--- src/rtl/fetch_sequencer.sv ---
// Fetch sequencer: owns the PC, drives the synchronous ROM/RAM port, and hands
// each fetched word to decode over a valid/ready handshake, with interleaved stores and jumps.
module fetch_sequencer #(
    parameter int DATA_WIDTH = 32,
    parameter int ADDR_WIDTH = 32,
    parameter logic [ADDR_WIDTH-1:0] RESET_PC = '0
) (
    input  logic                  clk,
    input  logic                  rst_n,
    input  logic                  start_i,
    input  logic                  halt_i,
    input  logic                  jump_i,
    input  logic [ADDR_WIDTH-1:0] jump_target_i,
    input  logic                  store_req_i,
    input  logic [ADDR_WIDTH-1:0] store_addr_i,
    input  logic [DATA_WIDTH-1:0] store_data_i,
    output logic                  store_ack_o,
    output logic [ADDR_WIDTH-1:0] mem_addr_o,
    output logic                  mem_we_o,
    output logic [DATA_WIDTH-1:0] mem_wdata_o,
    input  logic [DATA_WIDTH-1:0] mem_rdata_i,
    output logic                  instr_valid_o,
    input  logic                  instr_ready_i,
    output logic [DATA_WIDTH-1:0] instr_o,
    output logic [ADDR_WIDTH-1:0] instr_pc_o
);
    // instr_valid_o/instr_ready_i: a word transfers on any rising edge where both
    // are high; while valid is high and ready low, instr_o and instr_pc_o stay stable.
    typedef enum logic [2:0] {
        IDLE    = 3'd0,
        FETCH   = 3'd1,
        CAPTURE = 3'd2,
        HOLD    = 3'd3,
        STORE   = 3'd4
    } state_t;

    state_t                state_q, state_d;
    logic [ADDR_WIDTH-1:0] pc_q, pc_d;
    logic [ADDR_WIDTH-1:0] jump_tgt_q, jump_tgt_d;
    logic                  jump_pend_q, jump_pend_d;
    logic                  resume_q, resume_d;
    logic [ADDR_WIDTH-1:0] mem_addr_q, mem_addr_d;
    logic                  mem_we_q, mem_we_d;
    logic [DATA_WIDTH-1:0] mem_wdata_q, mem_wdata_d;
    logic                  store_ack_q, store_ack_d;
    logic                  instr_valid_q, instr_valid_d;
    logic [DATA_WIDTH-1:0] instr_q, instr_d;
    logic [ADDR_WIDTH-1:0] instr_pc_q, instr_pc_d;

    logic [ADDR_WIDTH-1:0] jump_word, store_word, pc_inc, tgt_now, pc_next;
    logic                  pend_now;
    logic                  unused_low_bits;

    assign jump_word       = {jump_target_i[ADDR_WIDTH-1:2], 2'b00};
    assign store_word      = {store_addr_i[ADDR_WIDTH-1:2], 2'b00};
    assign pc_inc          = pc_q + ADDR_WIDTH'(4);
    // A jump arriving in the same cycle as the PC update is the most recent one, so it wins.
    assign pend_now        = jump_pend_q | jump_i;
    assign tgt_now         = jump_i ? jump_word : jump_tgt_q;
    assign unused_low_bits = ^{jump_target_i[1:0], store_addr_i[1:0]};

    always_comb begin
        state_d       = state_q;
        pc_d          = pc_q;
        jump_tgt_d    = jump_tgt_q;
        jump_pend_d   = jump_pend_q;
        resume_d      = resume_q;
        mem_addr_d    = mem_addr_q;
        mem_we_d      = 1'b0;
        mem_wdata_d   = mem_wdata_q;
        store_ack_d   = 1'b0;
        instr_valid_d = instr_valid_q;
        instr_d       = instr_q;
        instr_pc_d    = instr_pc_q;
        pc_next       = pc_q;

        case (state_q)
            IDLE: begin
                if (store_req_i) begin
                    state_d     = STORE;
                    mem_addr_d  = store_word;
                    mem_wdata_d = store_data_i;
                    mem_we_d    = 1'b1;
                    store_ack_d = 1'b1;
                    resume_d    = 1'b0;
                end else if (start_i) begin
                    state_d    = FETCH;
                    mem_addr_d = pc_q;
                end
            end
            FETCH, CAPTURE: begin
                if (jump_i) begin
                    // The word in flight belongs to the old stream; refetch from the target.
                    state_d    = FETCH;
                    pc_d       = jump_word;
                    mem_addr_d = jump_word;
                end else if (state_q == FETCH) begin
                    state_d = CAPTURE;
                end else begin
                    state_d       = HOLD;
                    instr_d       = mem_rdata_i;
                    instr_pc_d    = pc_q;
                    instr_valid_d = 1'b1;
                end
            end
            HOLD: begin
                if (jump_i) begin
                    jump_pend_d = 1'b1;
                    jump_tgt_d  = jump_word;
                end
                if (instr_ready_i) begin
                    instr_valid_d = 1'b0;
                    pc_next       = pend_now ? tgt_now : pc_inc;
                    pc_d          = pc_next;
                    jump_pend_d   = 1'b0;
                    if (store_req_i) begin
                        state_d     = STORE;
                        mem_addr_d  = store_word;
                        mem_wdata_d = store_data_i;
                        mem_we_d    = 1'b1;
                        store_ack_d = 1'b1;
                        resume_d    = !halt_i;
                    end else if (halt_i) begin
                        state_d = IDLE;
                    end else begin
                        state_d    = FETCH;
                        mem_addr_d = pc_next;
                    end
                end
            end
            STORE: begin
                pc_next     = pend_now ? tgt_now : pc_q;
                pc_d        = pc_next;
                jump_pend_d = 1'b0;
                if (resume_q) begin
                    state_d    = FETCH;
                    mem_addr_d = pc_next;
                end else begin
                    state_d = IDLE;
                end
            end
            default: state_d = IDLE;
        endcase
    end

    always_ff @(posedge clk) begin
        if (!rst_n) begin
            state_q       <= IDLE;
            pc_q          <= RESET_PC;
            jump_tgt_q    <= '0;
            jump_pend_q   <= 1'b0;
            resume_q      <= 1'b0;
            mem_addr_q    <= '0;
            mem_we_q      <= 1'b0;
            mem_wdata_q   <= '0;
            store_ack_q   <= 1'b0;
            instr_valid_q <= 1'b0;
            instr_q       <= '0;
            instr_pc_q    <= '0;
        end else begin
            state_q       <= state_d;
            pc_q          <= pc_d;
            jump_tgt_q    <= jump_tgt_d;
            jump_pend_q   <= jump_pend_d;
            resume_q      <= resume_d;
            mem_addr_q    <= mem_addr_d;
            mem_we_q      <= mem_we_d;
            mem_wdata_q   <= mem_wdata_d;
            store_ack_q   <= store_ack_d;
            instr_valid_q <= instr_valid_d;
            instr_q       <= instr_d;
            instr_pc_q    <= instr_pc_d;
        end
    end

    assign store_ack_o   = store_ack_q;
    assign mem_addr_o    = mem_addr_q;
    assign mem_we_o      = mem_we_q;
    assign mem_wdata_o   = mem_wdata_q;
    assign instr_valid_o = instr_valid_q;
    assign instr_o       = instr_q;
    assign instr_pc_o    = instr_pc_q;

endmodule

--- config.mk ---
export PLATFORM = sky130hd
export DESIGN_NAME = fetch_sequencer
export DESIGN_NICKNAME = d
export VERILOG_FILES = /design/src/rtl/fetch_sequencer.sv
export SDC_FILE = /design/constraint.sdc
export NUM_CORES = 1
export LEC_CHECK = 0
export BUFFER_PORTS_ARGS = -buffer_cell sky130_fd_sc_hd__buf_2
export CORE_AREA = 2 2 215 154
export DETAILED_ROUTE_END_ITERATION = 16
export DIE_AREA = 0 0 217 156
export SYNTH_ARGS = -nofsm -noshare
export SYNTH_HDL_FRONTEND = slang
export SYNTH_SLANG_ARGS = --single-unit
--- constraint.sdc ---
create_clock -name clk -period 2.7 [get_ports clk]
set_input_delay 0.27 -clock clk [delete_from_list [all_inputs] [get_ports clk]]
set_output_delay 0.27 -clock clk [all_outputs]
set_load 0.02 [all_outputs]
# [Word level (Yosys, flattened, before mapping)]
# Index checks and enable logic that the tools add are counted.
[totals] regBits=199
[classes] add_sub_neg=1 eq_ne=14 muxes=39 bitwise=3 n_reduce_logical=16
[ops] cell="two-way mux 32 bit" count=13
[ops] cell="case mux 32 bit (4 select lines)" count=1
[ops] cell="case mux 32 bit (3 select lines)" count=1
[ops] cell="case mux 32 bit (2 select lines)" count=1
[ops] cell="adder 32 x 3 -> 32 bit (second input constant)" count=1
[ops] cell="!= test 2 bit (second input constant)" count=7
[ops] cell="two-way mux 1 bit" count=13
[ops] cell="two-way mux 3 bit" count=4
[ops] cell="case mux 3 bit (4 select lines)" count=1
[ops] cell="!= test 3 bit (second input constant)" count=3
[ops] cell="case mux 1 bit (2 select lines)" count=4
[ops] cell="AND reduction 4 bit" count=2
[ops] cell="equality test 3 x 2 -> 1 bit (second input constant)" count=2
[ops] cell="AND reduction 2 bit" count=3
[ops] cell="AND reduction 3 bit" count=2
[ops] cell="AND reduction 6 bit" count=1
[ops] cell="nonzero test 2 bit" count=3
[ops] cell="nonzero test 4 bit" count=1
[ops] cell="equality test 3 x 1 -> 1 bit (second input constant)" count=1
[ops] cell="equality test 3 bit (second input constant)" count=1
[ops] cell="logical NOT 3 bit" count=1
[ops] cell="nonzero test 3 bit" count=1
[ops] cell="two-way mux 2 bit" count=1
[ops] cell="NOT 1 bit" count=2
[ops] cell="3 further kinds" count=3

# [Logic depth before layout (Yosys ltp)]
# Gate-level depths: netlist of run 1.
[depth] ltp_word=6 mapped_depth=10

# [Worst setup path after synthesis of run 1]
# OpenSTA, ideal clock, no wires.
[synth_timing] path_kind="register -> register" from="reg pc_q[3]" to="reg mem_addr_q[18] (netlist: mem_addr_o[18])" arrival_time_ps=2291 required_ps=2568 setup_slack_ps=277 stages_incl_launch_ff=8 path_buffers=0 period_less_slack_ps=2423 cell_sequence="dfxtp_1 ha_1 nand4_2 nor4_1 nor3_1 or3_1 a221oi_1 a21oi_1"
[synth_via] elab_chain_cells=6
[synth_rtl] element="from (decl)" line="38" source="logic [ADDR_WIDTH-1:0] pc_q, pc_d;"
[synth_rtl] element="from (signal assigned)" line="162" source="pc_q <= pc_d;"
[synth_rtl] element="adder 32 x 3 -> 32 bit" line="56" source="assign pc_inc = pc_q + ADDR_WIDTH'(4);"
[synth_rtl] element="two-way mux 32 bit" line="113" source="pc_next = pend_now ? tgt_now : pc_inc;"
[synth_rtl] element="two-way mux 32 bit" line="123" source="end else if (halt_i) begin"
[synth_rtl] element="two-way mux 32 bit" line="116" source="if (store_req_i) begin"
[synth_rtl] element="two-way mux 32 bit" line="111" source="if (instr_ready_i) begin"
[synth_rtl] element="case mux 32 bit (4 select lines)" line="77" source="case (state_q)"
[synth_rtl] element="to (signal assigned)" line="166" source="mem_addr_q <= mem_addr_d;"
[synth_rtl] element="to (decl)" line="42" source="logic [ADDR_WIDTH-1:0] mem_addr_q, mem_addr_d;"
# Every way passes these cells. The select of a mux whose other input is x is not followed.
# A chain may end at the register's enable or synchronous reset.

# [Worst setup path in the final report of run 1]
[layout_timing] from="reg pc_q[5]" to="reg mem_addr_q[14] (netlist: mem_addr_o[14])"
# Same word-level chain as after synthesis.

==> impl_results.md, run 1 <==
- Outcome: finished, final reports clean
- ANT nets after route: 0
- Initial DRT Pass Iterations: 6
- Arr. time, crit path: 2.88 ns
- Final Hold Slack: 0.04585 ns
- Static Leakage: 5.483 nW
- Delay-heaviest family, CP: compound AO/OA/AOI/OAI gates
- Worst clock skew: 0.009434 ns
- Die ar.: 33850 um2
- Peak fanout along the critical path: 10
- Routed WL: 42540 um
- Final hold vios: 0
- Busiest grt layer: met1
- Largest net degree at the start of global routing: 61
- CP Launch Type: flop
- Share of flip-flops with an asynchronous set or reset: 0
- Synth Area per Inst: 7.583 um2
- FF-to-FF Start: pc_q[5]
- Initial antenna violation count: 3
- Setup TNS: 0 ns
- Die Width: 217 um
- GP Congestion: 0.9004
- Area contributors post-synth: dfxtp_1 (36%), nand2_1 (12%), a21boi_0 (9.2%)
- Worst Hold Depth: 3
- Post-CTS Setup Bufs: 0
- Slew headroom: 0.5017
- Biggest cell delay along the critical path: 0.62 ns
- VDD IR max: 382.5 uV
- Crit Path Category: flop to flop
- FF-to-FF End: mem_addr_o[14]
- Final Cycle Share: 0.9466
- Synth unique cells: 73
- Cts hold-fix bufs: 0
- Hold Path Sink: instr_o[1]
- Vias in the first global route: 10700
- Met2 Track Usage GR: 0.3482
- Min-delay worst type: input port to flop
- Area growth syn-to-layout: 24.29%
- Sequential cell area fraction in the yosys report: 0.3631
- Die Y: 156 um
- PortBufs: 261
- Placed insts: 2078
- Core Box Area: 31790 um2
- H-tree depth: 4
- Worst setup EP type: flop
- Number of synthesized flops with an enable pin: 0
- Max Fclk: 391.3 MHz
- Worst-path clk slew: 0.08 ns
- Worst-Skew Late Latency: 0.46 ns
- Tot Pwr: 0.007859 W
- Post-CTS Resized: 0
- Std-Cell Rows: 55
- Synthesis Warnings: 0
- Share of cells above drive strength 1: 0.2424
- CTS Buf Count: 17
- R2R Setup Slk: 0.14 ns
- ANT cells: 0
- Min Tclk post-route: 2.556 ns
- Met3 Track Usage GR: 0.06199
- Setup Viol. Count Final: 0
- Vias per cell: 5.616
- Root Buffer: clkbuf_16
- Bufs and invs on worst path: 1
- Top FF cell, synth: dfxtp_1
- Top cell type's share of synthesized area: 0.3631
- Fill count: 3304
- Register area: 3985 um2
- Power per cell area: 576.3 nW/um2
- Maximum root-to-sink buffer count: 2
- RSZ-0062 raised after global routing: no
- CTS sink count: 199
- Final Non-Filler Cells: 2110
- Multi-input gate area: 6385 um2
- Critical-path top delay cell: dfxtp_1
- Post-synthesis sequential element count: 199
- R2R cell count: 7
- Remaining Overflow, GRT: 0
- Initial Utilization: 0.3451
- Post-synthesis instance total: 1447
- Syn_nets: 1583
- Fin area: 13640 um2
- # DRC: 0
- Cell area after synthesis: 10970 um2
- CP required: 3.03 ns
- Maxcap violations: 0
- Global-route usage over all layers: 0.2450
- Initial DRC count: 1304
- Largest area contributor in the netlist: dfxtp_1
- Dpl cell area: 13040 um2
- Cell mode on critical path: nor2_1
- DP HPWL: 30280 um
- Slew @ Worst Pin: 0.7396 ns
- Hold path start: mem_rdata_i[1]
- CTS tree: done
- Drt wl/cell: 20.16 um
- Fin. max-slew vios: 0
- Cells along the critical path: nand4_2 > buf_4 > o31a_1 > o31ai_1 > nor2_1 > a2111oi_0 > nor2_1
- Top-Level Pins: 266
- Met1 usage: 0.3598
- First-pass GRT wire length: 64000 um
- DR vias: 11850
- Nets: 1806
## worst max path at each step
stage / from / endpoint / slack (ns) / depth (start not counted)
finish: pc_q[5] / mem_addr_o[14] / 0.14 / 7
global route: state_q[1] / mem_addr_o[12] / 0.03 / 8
floorplan: pc_q[3] / mem_addr_o[18] / 0.28 / 7
global placement: pc_q[5] / mem_addr_o[14] / 0.23 / 7
CTS: pc_q[5] / mem_addr_o[14] / 0.19 / 7
detailed placement: pc_q[5] / mem_addr_o[14] / 0.22 / 7
## worst reg2reg max path, cell delays in order, from the launching register on
cell	delay [ns]
dfxtp_1	0.62
nand4_2	0.27
buf_4	0.22
o31a_1	0.29
o31ai_1	0.26
nor2_1	0.07
a2111oi_0	0.59
nor2_1	0.11
## cell type report
class,count,area share
multi-input combinational,1091,0.4682
sequential,199,0.2922
timing repair buffer,349,0.1536
tap,427,0.03917
clock buffer,18,0.03147
clock inverter,14,0.01211
inverter,12,0.003303
## kinds of logic (layout without fill, tap and decap cells)
group,count (synthesis),count (layout),share of synthesized area
AO/OA/AOI/OAI,459,459,0.2907
XOR/XNOR,15,15,0.01197
adder cells (fa/ha/maj),1,1,0.001140
buffers and inverters,157,393,0.05701
flip-flops,199,199,0.3631
multiplexers,37,37,0.03444
AND/OR/NAND/NOR,579,579,0.2417
## registers in the layout (all words and copies together) (netlist names)
signal,cells
pc_q,32
jump_pend_q,1
state_q,3
instr_valid_o,1
instr_o,32
mem_addr_o,32
instr_pc_o,32
store_ack_o,1
jump_tgt_q,32
resume_q,1
mem_wdata_o,32
## cell usage in the layout (no fill, tap or decap), types with 11 or more instances in the layout
master,Yosys,final
clkbuf_16,0,17
buf_2,11,260
a21boi_0,134,134
a221oi_1,21,21
mux2i_1,31,31
nand4_1,14,14
o211a_1,12,12
nand2_1,342,342
a2111oi_0,12,11
o21ai_0,87,87
nor3_1,18,17
nand2b_1,22,22
a31oi_1,24,24
xnor2_1,11,11
nand3_1,32,32
and3_1,22,22
inv_1,11,11
a21oi_1,67,67
a211oi_1,12,12
dfxtp_1,199,198
nor2_1,59,59
buf_4,4,79
## stage by stage
step	worst slack [ns]	utilization
after floorplan	0.2772	-
after global placement	0.2316	0.4103
after detailed placement	0.2234	0.4103
after CTS	0.1926	0.4290
after global routing	0.03199	0.4290
final	0.1442	0.4290
## synth_stat cells, types with 9 or more instances
cell type  count
nand2b_1      22
nor3_1        18
nand3_1       32
and3_1        22
a21boi_0     134
nand4_1       14
nand2_1      342
xnor2_1       11
inv_1         11
nor2_1        59
buf_2         11
nor4_1        10
o21ai_0       87
o211a_1       12
mux2i_1       31
a2111oi_0     12
clkbuf_1     121
a21oi_1       67
a221oi_1      21
a211oi_1      12
a22oi_1       10
dfxtp_1      199
a31oi_1       24
nor2b_1       10
and2_1         9
## power breakdown
part | total (W) | internal [W] | switching (W)
Combinational | 0.00185 | 0.000702 | 0.00115
Sequential | 0.00332 | 0.00312 | 0.000195
Clock | 0.00269 | 0.00140 | 0.00129
Total | 0.00786 | 0.00522 | 0.00264
## routing by layer
metal	up-vias	part of all wire
met3	51	0.11
met1	5541	0.46
met4	0	0.016
li1	5602	-
met5	-	0
met2	656	0.41
(Power assumes the default switching activity.)
==> run 2: changes to the inputs <==
==> constraint.sdc (replaced) <==
create_clock -name clk -period 2.1 [get_ports clk]
set_input_delay 0.105 -clock clk [delete_from_list [all_inputs] [get_ports clk]]
set_output_delay 0.105 -clock clk [all_outputs]
set_load 0.02 [all_outputs]
==> impl_results.md, run 2 (same netlist as run 1, synthesis figures left out) <==
- Max Fclk: 479.0 MHz
- First-pass GRT wire length: 71440 um
- Placed insts: 2161
- Cell mode on critical path: or4_4
- Die ar.: 33850 um2
- Tot Pwr: 0.01050 W
- Maximum root-to-sink buffer count: 2
- FF-to-FF End: pc_q[25]
- Arr. time, crit path: 2.48 ns
- PortBufs: 261
- Initial antenna violation count: 3
- Biggest cell delay along the critical path: 0.62 ns
- Pre-CTS setup slack: -0.3183 ns
- Fin. max-slew vios: 0
- CTS Buf Count: 17
- R2R cell count: 6
- CTS tree: done
- Worst-path clk slew: 0.08 ns
- Static Leakage: 6.503 nW
- Slew @ Worst Pin: 0.5823 ns
- Die Y: 156 um
- VDD IR max: 504.3 uV
- Final hold vios: 0
- Delay-heaviest family, CP: simple AND/OR/NAND/NOR gates
- Fin area: 15870 um2
- Worst Hold Depth: 3
- Vias in the first global route: 12020
- Commonest non-fill, non-tap cell in the layout: nand2_1
- Commonest cells after routing, fill and taps aside: nand2_1 (340), buf_2 (260), dfxtp_1 (185)
- Setup Viol. Count Final: 0
- DR vias: 12850
- Power per cell area: 661.9 nW/um2
- Worst setup EP type: flop
- Core Box Area: 31790 um2
- DP HPWL: 33020 um
- Std-Cell Rows: 55
- Vias per cell: 5.577
- Hold path start: halt_i
- Hold Path Sink: resume_q
- Area growth syn-to-layout: 44.61%
- Outcome: finished, final reports clean
- Worst-Skew Late Latency: 0.46 ns
- # DRC: 0
- CP Launch Type: flop
- FF-to-FF Start: pc_q[13]
- Crit Path Category: flop to flop
- Root Buffer: clkbuf_16
- Min-delay worst type: input port to flop
- Initial DRT Pass Iterations: 5
- H-tree depth: 4
- Cells along the critical path: nand4_4 > or4_4 > or4_4 > a21oi_2 > o21ai_1 > a31oi_1
- Worst clock skew: 0.01037 ns
- Initial Utilization: 0.3451
- R2R Setup Slk: 0.01 ns
- Dpl cell area: 13790 um2
- RSZ-0062 raised after global routing: yes
- Bufs and invs on worst path: 0
- Critical-path top delay cell: or4_4
- Routed WL: 47910 um
- Slew headroom: 0.6077
- Global-route usage over all layers: 0.2744
- Final WS setup: 0.01213 ns
- Drt wl/cell: 20.79 um
- ANT nets after route: 0
- GP Congestion: 0.9431
- CP required: 2.49 ns
- Nets: 2000
- Share of cells above drive strength 1: 0.2989
- Remaining Overflow, GRT: 0
- Top-Level Pins: 266
- Final Cycle Share: 0.9942
- Initial DRC count: 1398
- CTS sink count: 199
- Maxcap violations: 0
- Min Tclk post-route: 2.088 ns
- Final Non-Filler Cells: 2305
- Peak fanout along the critical path: 5
- Largest net degree at the start of global routing: 74
- Die Width: 217 um
-- run 2: cell count changes in the layout (fill, tap and decap cells not counted), moves of 7 or more --
| cell | before | now |
|---|---|---|
| dlygate4sd3_1 | 0 | 104 |
| buf_4 | 79 | 147 |
| dfxtp_1 | 198 | 185 |
| o21ai_0 | 87 | 75 |
| buf_6 | 0 | 11 |
| a2111oi_0 | 11 | 1 |
| dfxtp_2 | 1 | 11 |
| o21ai_1 | 1 | 11 |
| buf_12 | 10 | 18 |
| a2111oi_2 | 1 | 8 |
-- run 2: power by group --
group          leakage [nW]  internal (W)  switching [W]
Sequential             1.63       0.00402       0.000246
Combinational          4.60       0.00128        0.00169
Clock                 0.274       0.00158        0.00168
-- run 2: timing repair --
action | in CTS | in global routing
setup endpoints to repair | 50 | 44
endpoints found under the hold margin | 108 | 0
resized for setup | 37 | 66
setup buffers | 0 | 4
pin swaps | 6 | 14
hold buffers | 104 | 0
cloned | 1 | 2
-- run 2: cell type report --
type / count / area (um2)
clock buffers: 18 / 439.2
flip-flops and latches: 199 / 4009
diodes: 1 / 2.502
clock inverters: 14 / 112.6
well taps: 427 / 534.3
multi-input cells: 1092 / 6734
inverters: 12 / 48.80
repair buffers: 542 / 3988
fillers: 3108 / 15930
-- run 2: worst reg2reg max path, cell delays in order, from the launching register on --
cell	delay (ns)
dfxtp_2	0.35
nand4_4	0.16
or4_4	0.62
or4_4	0.52
a21oi_2	0.13
o21ai_1	0.08
a31oi_1	0.16
-- run 2: worst max-delay path by stage --
stage	startpoint	endpoint	slack [ns]	cells past startpoint
6_report	pc_q[13]	pc_q[25]	0.01	6
5_1_grt	state_q[1]	mem_addr_o[19]	-0.07	8
4_1_cts	jump_pend_q	pc_q[15]	0.002	7
3_5_place_dp	state_q[0]	mem_addr_o[12]	-0.32	7
3_3_place_gp	state_q[1]	pc_q[12]	-0.26	7
2_1_floorplan	pc_q[11]	pc_q[19]	-0.1	8
-- run 2: routing by layer --
metal  vias to the layer above  share of wire  global-route usage
li1                       6002              -                   -
met1                      6126           0.46              0.3931
met2                       658           0.41              0.4030
met3                        66           0.11             0.07622
met4                         2          0.017             0.06882
met5                         -        0.00027                   0
-- run 2: through the flow --
step / hold WS, ns / setup TNS (ns) / util
2_1_floorplan: 0.2499 / -0.3521 / -
3_3_place_gp: 0.3538 / -3.447 / 0.4336
3_5_place_dp: 0.3629 / -4.098 / 0.4336
4_1_cts: 0.02216 / 0 / 0.4888
5_1_grt: 0.06581 / -0.4380 / 0.4990
6_report: 0.04654 / 0 / 0.4991
